## config.mk

```make
export PLATFORM = sky130hd
export DESIGN_NAME = counter_hour
export DESIGN_NICKNAME = d
export VERILOG_FILES = /design/src/rtl/clock_pkg.sv /design/src/rtl/rise_detect.sv /design/src/rtl/counter_hour.sv
export SDC_FILE = /design/constraint.sdc
export NUM_CORES = 1
export LEC_CHECK = 0
export BUFFER_PORTS_ARGS = -buffer_cell sky130_fd_sc_hd__buf_2
export CELL_PAD_IN_SITES_DETAIL_PLACEMENT = 1
export CELL_PAD_IN_SITES_GLOBAL_PLACEMENT = 1
export CORE_UTILIZATION = 39
export DETAILED_ROUTE_END_ITERATION = 16
export GPL_ROUTABILITY_DRIVEN = 0
export PLACE_DENSITY = 0.82
export SLEW_MARGIN = 10
export SYNTH_ARGS = -nofsm -noshare
export SYNTH_HDL_FRONTEND = slang
export SYNTH_HIERARCHICAL = 1
export SYNTH_SLANG_ARGS = --single-unit
export TNS_END_PERCENT = 50
```

## constraint.sdc

```tcl
create_clock -name clk_1Hz -period 4.4 [get_ports clk_1Hz]
set_input_delay 0.44 -clock clk_1Hz [delete_from_list [all_inputs] [get_ports clk_1Hz]]
set_output_delay 0.44 -clock clk_1Hz [all_outputs]
set_load 0.01 [all_outputs]
```

## src/rtl/clock_pkg.sv

```systemverilog
// Shared definitions for the century clock stages (sec/min/hour).
package clock_pkg;
   localparam int HOUR_W = 5;
   localparam int BCD_W  = 4;
   localparam logic [HOUR_W-1:0] NOON = 5'd12;

   // Display format selector, shared with any stage that renders hours.
   typedef enum logic {
      MODE_24H = 1'b0,
      MODE_12H = 1'b1
   } hour_mode_e;
endpackage

```

## src/rtl/rise_detect.sv

```systemverilog
// Single-cycle rising-edge detector on a level input, clocked by the tick clock.
module rise_detect (
   input  logic clk_1Hz,
   input  logic rst_n,
   input  logic level,
   output logic pulse
);
   logic prev;

   // Remember last cycle's level; cleared on reset so a level already high
   // at release is seen as a fresh edge.
   always_ff @(posedge clk_1Hz or negedge rst_n) begin
      if (!rst_n) prev <= 1'b0;
      else        prev <= level;
   end

   assign pulse = level & ~prev;
endmodule

```

## src/rtl/counter_hour.sv

```systemverilog
// Hour stage: counts minute-stage carries, manual set, 12/24h BCD display.
module counter_hour
   import clock_pkg::*;
#(
   // Terminal count; must fit in HOUR_W bits (<= 31).
   parameter int HOUR_MAX = 23
) (
   input  logic              clk_1Hz,
   input  logic              rst_n,
   input  logic              inc_hour,
   input  logic              set_en,
   input  logic              set_up,
   input  logic              set_dn,
   input  logic              mode_12h,
   output logic [HOUR_W-1:0] out_hour,
   output logic              inc_day,
   output logic              pm,
   output logic [BCD_W-1:0]  disp_tens,
   output logic [BCD_W-1:0]  disp_ones
);
   localparam logic [HOUR_W-1:0] MAX = HOUR_W'(HOUR_MAX);

   logic tick, up, dn;

   rise_detect u_tick (.clk_1Hz(clk_1Hz), .rst_n(rst_n), .level(inc_hour), .pulse(tick));
   rise_detect u_up   (.clk_1Hz(clk_1Hz), .rst_n(rst_n), .level(set_up),   .pulse(up));
   rise_detect u_dn   (.clk_1Hz(clk_1Hz), .rst_n(rst_n), .level(set_dn),   .pulse(dn));

   // Binary hour -> displayed hour (12h folds 0/12 to 12, 13..23 to 1..11)
   // -> packed {tens, ones} BCD.
   function automatic logic [2*BCD_W-1:0] to_bcd(input logic [HOUR_W-1:0] h,
                                                 input hour_mode_e m);
      logic [HOUR_W-1:0] d;
      d = h;
      if (m == MODE_12H) begin
         if (h == 5'd0 || h == NOON) d = NOON;
         else if (h > NOON)          d = h - NOON;
      end
      return {BCD_W'(d / 5'd10), BCD_W'(d % 5'd10)};
   endfunction

   // Count on carry edges in run mode; step with buttons in set mode.
   // Carry edges during set mode are consumed by the detector and dropped.
   always_ff @(posedge clk_1Hz or negedge rst_n) begin
      if (!rst_n) begin
         out_hour <= '0;
         inc_day  <= 1'b0;
      end else if (set_en) begin
         if (up && !dn) begin
            out_hour <= (out_hour == MAX) ? '0 : out_hour + 5'd1;
            inc_day  <= 1'b0;
         end else if (dn && !up) begin
            out_hour <= (out_hour == '0) ? MAX : out_hour - 5'd1;
            inc_day  <= 1'b0;
         end
      end else if (tick) begin
         if (out_hour == MAX) begin
            out_hour <= '0;
            inc_day  <= 1'b1;
         end else begin
            out_hour <= out_hour + 5'd1;
            inc_day  <= 1'b0;
         end
      end
   end

   // Display path is purely combinational off the registered hour.
   always_comb begin
      {disp_tens, disp_ones} = to_bcd(out_hour, hour_mode_e'(mode_12h));
      pm = (out_hour >= NOON);
   end
endmodule

```

# Word-level counts from Yosys, hierarchy flattened

Index checks and enable logic that the tools add are counted.

Flip-flop bits (word level): 9
Input port bits: 7
Output and inout port bits: 15
Word-level logic and storage cells: 43

$add $sub $neg: 3
Divide/modulo/power cells: 2
Magnitude comparators: 2
Equal/unequal tests: 3
Multiplexer cells: 14
Bitwise operators: 6
Reduce and logical (&&, ||, !) cells: 8

Operators with widths:

| kind                                                                            | count |
|---|---|
| 5-bit two-way mux                                                               | 9 |
| 5-bit by 1-bit adder with 5-bit output, second input constant                   | 1 |
| 5-bit by 4-bit divider with 5-bit output, second input constant                 | 1 |
| 5-bit by 4-bit equality test with 1-bit output, second input constant           | 1 |
| 5-bit equality test, second input constant                                      | 1 |
| 5-bit by 4-bit >= comparator with 1-bit output, second input constant           | 1 |
| 5-bit by 4-bit greater-than comparator with 1-bit output, second input constant | 1 |
| 5-bit logical NOT                                                               | 1 |
| 5-bit by 4-bit remainder unit with 5-bit output, second input constant          | 1 |
| 1-bit two-way mux                                                               | 5 |
| 5-bit by 1-bit subtractor with 5-bit output, second input constant              | 1 |
| 5-bit by 4-bit subtractor with 5-bit output, second input constant              | 1 |
| 1-bit bitwise AND                                                               | 3 |
| 3-bit by 1-bit != test with 1-bit output, second input constant                 | 1 |
| 1-bit NOT                                                                       | 3 |
| 1-bit logical AND                                                               | 2 |
| 1-bit logical NOT                                                               | 2 |
| 2-bit AND reduction                                                             | 1 |
| 2-bit nonzero test                                                              | 1 |
| 1-bit logical OR                                                                | 1 |

# Depth between registers and ports, before layout

Gate-level depths: netlist of the first run.

Depth after elaboration: 7
Gate-level depth with buffers: 15
Gate-level depth less buffers: 15

# Cells and area by module

The synthesis of the first run kept the hierarchy.

Modules (own cells, without submodules):

| module       | instances | cells an instance | area an instance (um2) | sequential area each (um2) |
|---|---|---|---|---|
| counter_hour | 1         | 114               | 882.1                  | 150.1 |
| rise_detect  | 3         | 2                 | 38.8                   | 25.0 |

# Worst setup path after synthesis of the first run

Ideal clock, no wire load.

Kind: register -> output
From: reg out_hour[2]
To: out disp_ones[2]
Arrival time: 3.149 ns
Required time: 3.960 ns
Setup slack: 0.811 ns
Stages on the path, launching flop included: 14
Path buffers: 0
Cells stage by stage: dfrtp_1 > inv_1 > ha_1 > o211a_1 > a311oi_2 > ha_1 > inv_1 > a21o_2 > xnor2_1 > ha_1 > a31oi_1 > nand3_1 > a31o_4 > mux2i_1

Cells in the longest elaborated chain, start to end: 5
Elaborated cells between the ends (all ways): 9
Classes of those cells: add/sub (1); div (1); order compare (1); eq/ne (1); mux (3); reduce/logical (2)

RTL lines:

| what                                                                | RTL line                               | RTL |
|---|---|---|
| start, declared                                                     | counter_hour.sv:15                     | `output logic [HOUR_W-1:0] out_hour,` |
| start signal, assigned                                              | counter_hour.sv:50                     | `out_hour <= (out_hour == MAX) ? '0 : out_hour + 5'd1;` |
| start signal, assigned                                              | counter_hour.sv:53                     | `out_hour <= (out_hour == '0) ? MAX : out_hour - 5'd1;` |
| start signal, assigned                                              | counter_hour.sv:61                     | `out_hour <= out_hour + 5'd1;` |
| 5-bit by 4-bit subtractor with 5-bit output (tied with other cells) | counter_hour.sv:37                     | `else if (h > NOON) d = h - NOON;` |
| 5-bit two-way mux / 1-bit logical OR (equally long branches)        | counter_hour.sv:37, counter_hour.sv:36 |  |
| 5-bit two-way mux                                                   | counter_hour.sv:36                     | `if (h == 5'd0 \|\| h == NOON) d = NOON;` |
| 5-bit two-way mux (*)                                               | counter_hour.sv:35                     | `if (m == MODE_12H) begin` |
| 5-bit by 4-bit remainder unit with 5-bit output (*)                 | counter_hour.sv:39                     | `return {BCD_W'(d / 5'd10), BCD_W'(d % 5'd10)};` |
| end, declared                                                       | counter_hour.sv:19                     | `output logic [BCD_W-1:0] disp_ones` |

Mark *: on every way between the ends. The rest lies on a longest branch, timed or not.

# Worst setup path after layout of the first run

From: reg out_hour[3]
To: out disp_ones[2]

The elaborated chain is that of the path after synthesis.

==> results.cfg, run 1 <==
[outcome]
status = finished, final reports clean

[route]
drtAntennaViolNets = 0
dr.first_iter.drc_count = 5
drt-vias-per-instance = 5.42
via_count = 921
routedWlPerCell_um = 15.1
firstDrtPassIters = 4
drc = 0
routed_wl_um = 2560

[critical_path]
timing.rr.start = out_hour[3]
crit_family = compound AO/OA/AOI/OAI gates
rrSetupSlack_ns = 2.52
cp_max_fo = 8
rr_worst_depth = 7
slowest_delay_ns = 0.47
slowest_stage = dfrtp_1
required_ns = 3.96
cp-end-kind = output port
criticalPathCategory = register to output port
r2r-end = out_hour[1]
start_kind = register
cp.arrival_ns = 3.70
path_common_cell = ha_1
cp_num_buf_inv = 3
path_cells = inv_1 -> ha_1 -> o211a_1 -> a311oi_4 -> ha_1 -> inv_1 -> a21o_2 -> xnor2_1 -> ha_1 -> a31oi_1 -> nand3b_1 -> a31o_4 -> mux2i_1 -> buf_2

[timing]
whs_ns = 0.0220
fmax_ghz = 0.241
hold_viol = 0
fin_crit_sh_pct = 94.1
fin_setup_tns_ns = 0
slew_headroom_pct = 53.1
rsz0062_at_grt = false
clock_skew_ns = 0.00134
worst_pin_slew_ns = 0.699
finalMaxSlewViolations = 0
period_needed_ns = 4.14
finalSetupViolCount = 0

[synth]
syn_inst = 120
yosysMostFrequentCell = o21ai_0
synth_edf_count = 0
synthArstFlopShare_pct = 100
synth_flop_cell = dfrtp_1
ys_top_cells_by_count = 12 x o21ai_0, 11 x ha_1, 11 x inv_1, 10 x nand2_1, 9 x dfrtp_1
yosys.area.top_type = dfrtp_1
syn_area_per_cell_um2 = 8.32
yosys_warnings = 6
yosys-top-cells-area = dfrtp_1 23%, ha_1 14%, o21ai_0 6.0%
ys_ff_latch = 9
yosysUniqueCellTypes = 39
synth_area_um2 = 998
synth_seq_area_share_pct = 22.6
synth_top_area_share_pct = 22.6

[cts]
cts_tree = built
clock_latency_ns = 0.26
clk_path_buf_depth = 2
cts-root-buf = clkbuf_4
cts_buffers = 3
clock-sinks = 9
htree_levels = 1
cts.reportedPaths.clkPinSlew_ns = 0.06

[final_layout]
stdcell_area_mm2 = 0.00116
area_growth_pct = 16.4
fillers = 300
n_antenna_cell = 0
drive_above_1_share_pct = 26.1
fin_nets = 161

[pwr]
p_leak_nw = 0.577
peakVddDrop_v = 0.000411
power.density_mw_per_mm2 = 818

[global_routing]
grt_usage_pct = 20.6
grt_max_degree = 16
antenna_found_initial = 0
grt_pass1_wl_um = 4210
grt_pass1_vias = 904
grt-ovfl-total = 0

[run]
drv_cap = 0

[placed_design]
port_buffers = 19
dpl_cell_area_mm2 = 0.00111
dp_hpwl_um = 1990

[floorplan]
die-area_mm2 = 0.00277
chipWidth_um = 52.6
rows = 17
initial_core_util_pct = 43.1
pin_count = 22
die_height_um = 52.6
core_area_mm2 = 0.00232

[worst_hold_path]
min_path_type = input port to async pin
## cells in the final DEF (no fill, tap or decap), drive strengths merged, types with 6 or more instances in the layout
master	Yosys	layout
a21oi	7	7
nor2b	6	6
inv	11	11
nand3	6	6
dfrtp	9	9
nand2	10	10
o21ai	12	12
buf	3	21
nor2	6	6
ha	11	11
## where the power goes
group          internal [mW]  switching (mW)  leakage [nW]
Combinational          0.330           0.396         0.453
Sequential             0.106          0.0554         0.109
Clock                 0.0349          0.0281        0.0150
Total                  0.471           0.480         0.577
## cell families after synthesis
group / after synthesis / share of synthesized area [%]
xor gates and xnor gates: 3 / 2.63
other: 1 / 0.376
buffers and inverters: 15 / 6.52
muxes: 2 / 2.13
adders and majority gates: 11 / 13.8
AOI/OAI and AO/OA: 40 / 29.4
and+or+nand+nor: 39 / 22.6
DFF: 9 / 22.6
## stage by stage
| stage | total power [mW] | worst slack [ns] | instances | utilization (%) |
|---|---|---|---|---|
| floorplan | 0.642 | 0.811 | 121 | - |
| global placement | 0.811 | 0.673 | 164 | 47.8 |
| detailed placement | 0.853 | 0.364 | 164 | 47.8 |
| global route | 1.04 | 0.0392 | 170 | 50.1 |
| finish | 0.951 | 0.258 | 170 | 50.1 |
| CTS | 0.923 | 0.0634 | 168 | 48.9 |
## worst max path at each step
stage / endpoint / cells after the start / startpoint
finish: disp_ones[2] / 14 / out_hour[3]
detailed placement: disp_ones[2] / 14 / out_hour[2]
floorplan: disp_ones[2] / 13 / out_hour[2]
CTS: disp_ones[2] / 14 / out_hour[2]
global placement: disp_ones[2] / 14 / out_hour[2]
global route: disp_ones[2] / 15 / out_hour[3]
## flip-flops by register name (all words and copies together) (netlist names)
register,count
out_hour,5
inc_day,1
u_dn/prev,1
u_tick/prev,1
u_up/prev,1
## timing repair
| item | CTS | global route |
|---|---|---|
| hold endpoints to repair | 0 | 0 |
| hold buffers | 0 | 0 |
| resized for setup | 0 | 2 |
| setup endpoints to repair | 0 | 4 |
| buffers inserted | 0 | 2 |
## layout make-up
class	instances	area, um2	area share, %
Multi-Input combinational cell	97	723	62.2
Sequential cell	9	226	19.5
Timing Repair Buffer	21	110	9.47
Inverter	11	41.3	3.55
Tap cell	28	35.0	3.01
Clock buffer	4	26.3	2.26
## layer usage
layer  wire [um]  up-vias  share of wire, %  track usage [%]
li1            -      464                 -                -
met1        1140      435                45             24.6
met2        1350       18                52             38.0
met3          52        4               2.0            0.870
met4          22        0              0.86             7.89
met5           0        -                 0                0
Power figures use the tool's default switching activity.
==> run 2, diff against run 1 <==
--- a/config.mk
+++ b/config.mk
@@ -8,11 +8,12 @@
 export BUFFER_PORTS_ARGS = -buffer_cell sky130_fd_sc_hd__buf_2
 export CELL_PAD_IN_SITES_DETAIL_PLACEMENT = 1
 export CELL_PAD_IN_SITES_GLOBAL_PLACEMENT = 1
+export CORE_ASPECT_RATIO = 0.7
 export CORE_UTILIZATION = 39
 export DETAILED_ROUTE_END_ITERATION = 16
 export GPL_ROUTABILITY_DRIVEN = 0
 export PLACE_DENSITY = 0.82
-export SLEW_MARGIN = 10
+export SLEW_MARGIN = 20
 export SYNTH_ARGS = -nofsm -noshare
 export SYNTH_HDL_FRONTEND = slang
 export SYNTH_HIERARCHICAL = 1
==> run 2 against run 1 <==
Effect of this change:
- sequential cell count unchanged
- hold slack worse by 0.015 ns
- register-to-register slack worse by 0.13 ns
- first-iteration DRC count rose to 11 times the previous value
- sequential power about the same
- cell area unchanged
- global-route usage up 1.9 points
- final cell count up 1.8%
- sequential share of layout area up 0.11 points
- clock skew up 0.0074 ns
- fmax up 1.1%
- count of clock-buffer cells in the layout down 1
- critical endpoint is now disp_ones[1]
- largest cell class unchanged
==> results.cfg, run 2 (synthesis results as in run 1) <==
[critical_path]
cp_max_fo = 6
required_ns = 3.96
r2r-end = out_hour[1]
cp-end-kind = output port
rr_worst_depth = 7
timing.rr.start = out_hour[3]
criticalPathCategory = register to output port
start_kind = register
cp.arrival_ns = 3.66
rrSetupSlack_ns = 2.39

[timing]
fin_crit_sh_pct = 93.1
finalMaxSlewViolations = 0
fin_setup_tns_ns = 0
period_needed_ns = 4.10
hold_viol = 0
finalSetupViolCount = 0
fmax_ghz = 0.244
slew_headroom_pct = 50.5
worst_pin_slew_ns = 0.737
rsz0062_at_grt = false
clock_skew_ns = 0.00870
whs_ns = 0.00673

[cts]
holdBufCountCts = 0
htree_levels = 1
cts.reportedPaths.clkPinSlew_ns = 0.07
clock-sinks = 9
cts_buffers = 3
clk_path_buf_depth = 2
cts_tree = built
cts-root-buf = clkbuf_4
clock_latency_ns = 0.27

[global_routing]
antenna_found_initial = 0
grt_max_degree = 16
grt_pass1_vias = 960
grt-ovfl-total = 0
grt_pass1_wl_um = 4700
grt_usage_pct = 22.5

[placed_design]
port_buffers = 19
dp_hpwl_um = 2220

[floorplan]
die-area_mm2 = 0.00277
chipWidth_um = 62.5
pin_count = 22
core_area_mm2 = 0.00228
rows = 14
die_height_um = 44.3
initial_core_util_pct = 43.8

[route]
drc = 0
drtAntennaViolNets = 0
firstDrtPassIters = 4
routedWlPerCell_um = 16.4
via_count = 965
drt-vias-per-instance = 5.58
dr.first_iter.drc_count = 53
routed_wl_um = 2830

[final_layout]
final_common_cell = buf_2
fillers = 305
drive_above_1_share_pct = 27.0
final_cell_mix = 19 x buf_2, 11 x inv_1, 11 x o21ai_0, 11 x ha_1, 10 x nand2_1
layout.area.seq_um2 = 228
largest_reg_flops = 5
multiInputGateArea_um2 = 723
area_growth_pct = 16.4
largest-register = out_hour
fin_nets = 160
n_antenna_cell = 0

[outcome]
status = finished, final reports clean

[pwr]
p_leak_nw = 0.574
power.density_mw_per_mm2 = 823
peakVddDrop_v = 0.000427
power.total_mw = 0.956

[run]
drv_cap = 0

[worst_hold_path]
min_path_type = input port to async pin
run 2: how the worst max path moves through the flow:
stage	from	slack [ns]	depth (start not counted)	endpoint
after floorplan	out_hour[2]	0.81	13	disp_ones[2]
after global placement	out_hour[2]	0.70	14	disp_ones[2]
after detailed placement	out_hour[2]	0.44	14	disp_ones[1]
after CTS	out_hour[2]	0.13	14	disp_ones[1]
after global routing	out_hour[0]	0.002	15	disp_ones[1]
final	out_hour[0]	0.30	15	disp_ones[1]
run 2: worst max-delay path, cell delays in order, from the launching register on:
cell and delay [ns]:
dfrtp_1 0.44, inv_1 0.14, ha_1 0.29, nor2b_1 0.18, o211a_1 0.21, a311oi_4 0.37
ha_1 0.26, inv_1 0.06, a21o_2 0.20, xnor2_1 0.16, ha_1 0.21, a31oi_1 0.18
nand3b_1 0.12, a31o_4 0.27, xnor2_1 0.15, buf_2 0.16
run 2: layer usage:
| metal | share of wire [%] | global-route usage (%) |
|---|---|---|
| met1 | 49 | 32.9 |
| met2 | 43 | 32.8 |
| met3 | 7.2 | 5.93 |
| met4 | 0.35 | 5.12 |
| met5 | 0 | 0 |
run 2: cell type report:
cell class,instances,share of cell area (%)
sequential,9,19.6
inverter,11,3.55
clock inverter,1,0.431
clock buffer,3,1.94
multi-input combinational,97,62.2
timing repair buffer,20,8.83
tap,32,3.44
run 2: repair_timing:
| action | 4_1_cts | 5_1_grt |
|---|---|---|
| setup endpoints to repair | 0 | 3 |
| buffers inserted | 0 | 1 |
| resized for setup | 0 | 3 |
run 2: metrics by stage:
step                cell area [um2]  util [%]  setup WS (ns)  std cells
finish                         1160      51.0          0.304        173
global route                   1160      51.0        0.00198        173
CTS                            1140      50.1          0.128        172
detailed placement             1110      48.9          0.440        168
global placement               1110      48.9          0.700        168
floorplan                      1000         -          0.811        121
run 2: power breakdown:
part	switching [mW]	internal, mW	leakage (nW)
Sequential	0.0573	0.107	0.108
Combinational	0.406	0.320	0.449
Clock	0.0322	0.0336	0.0177
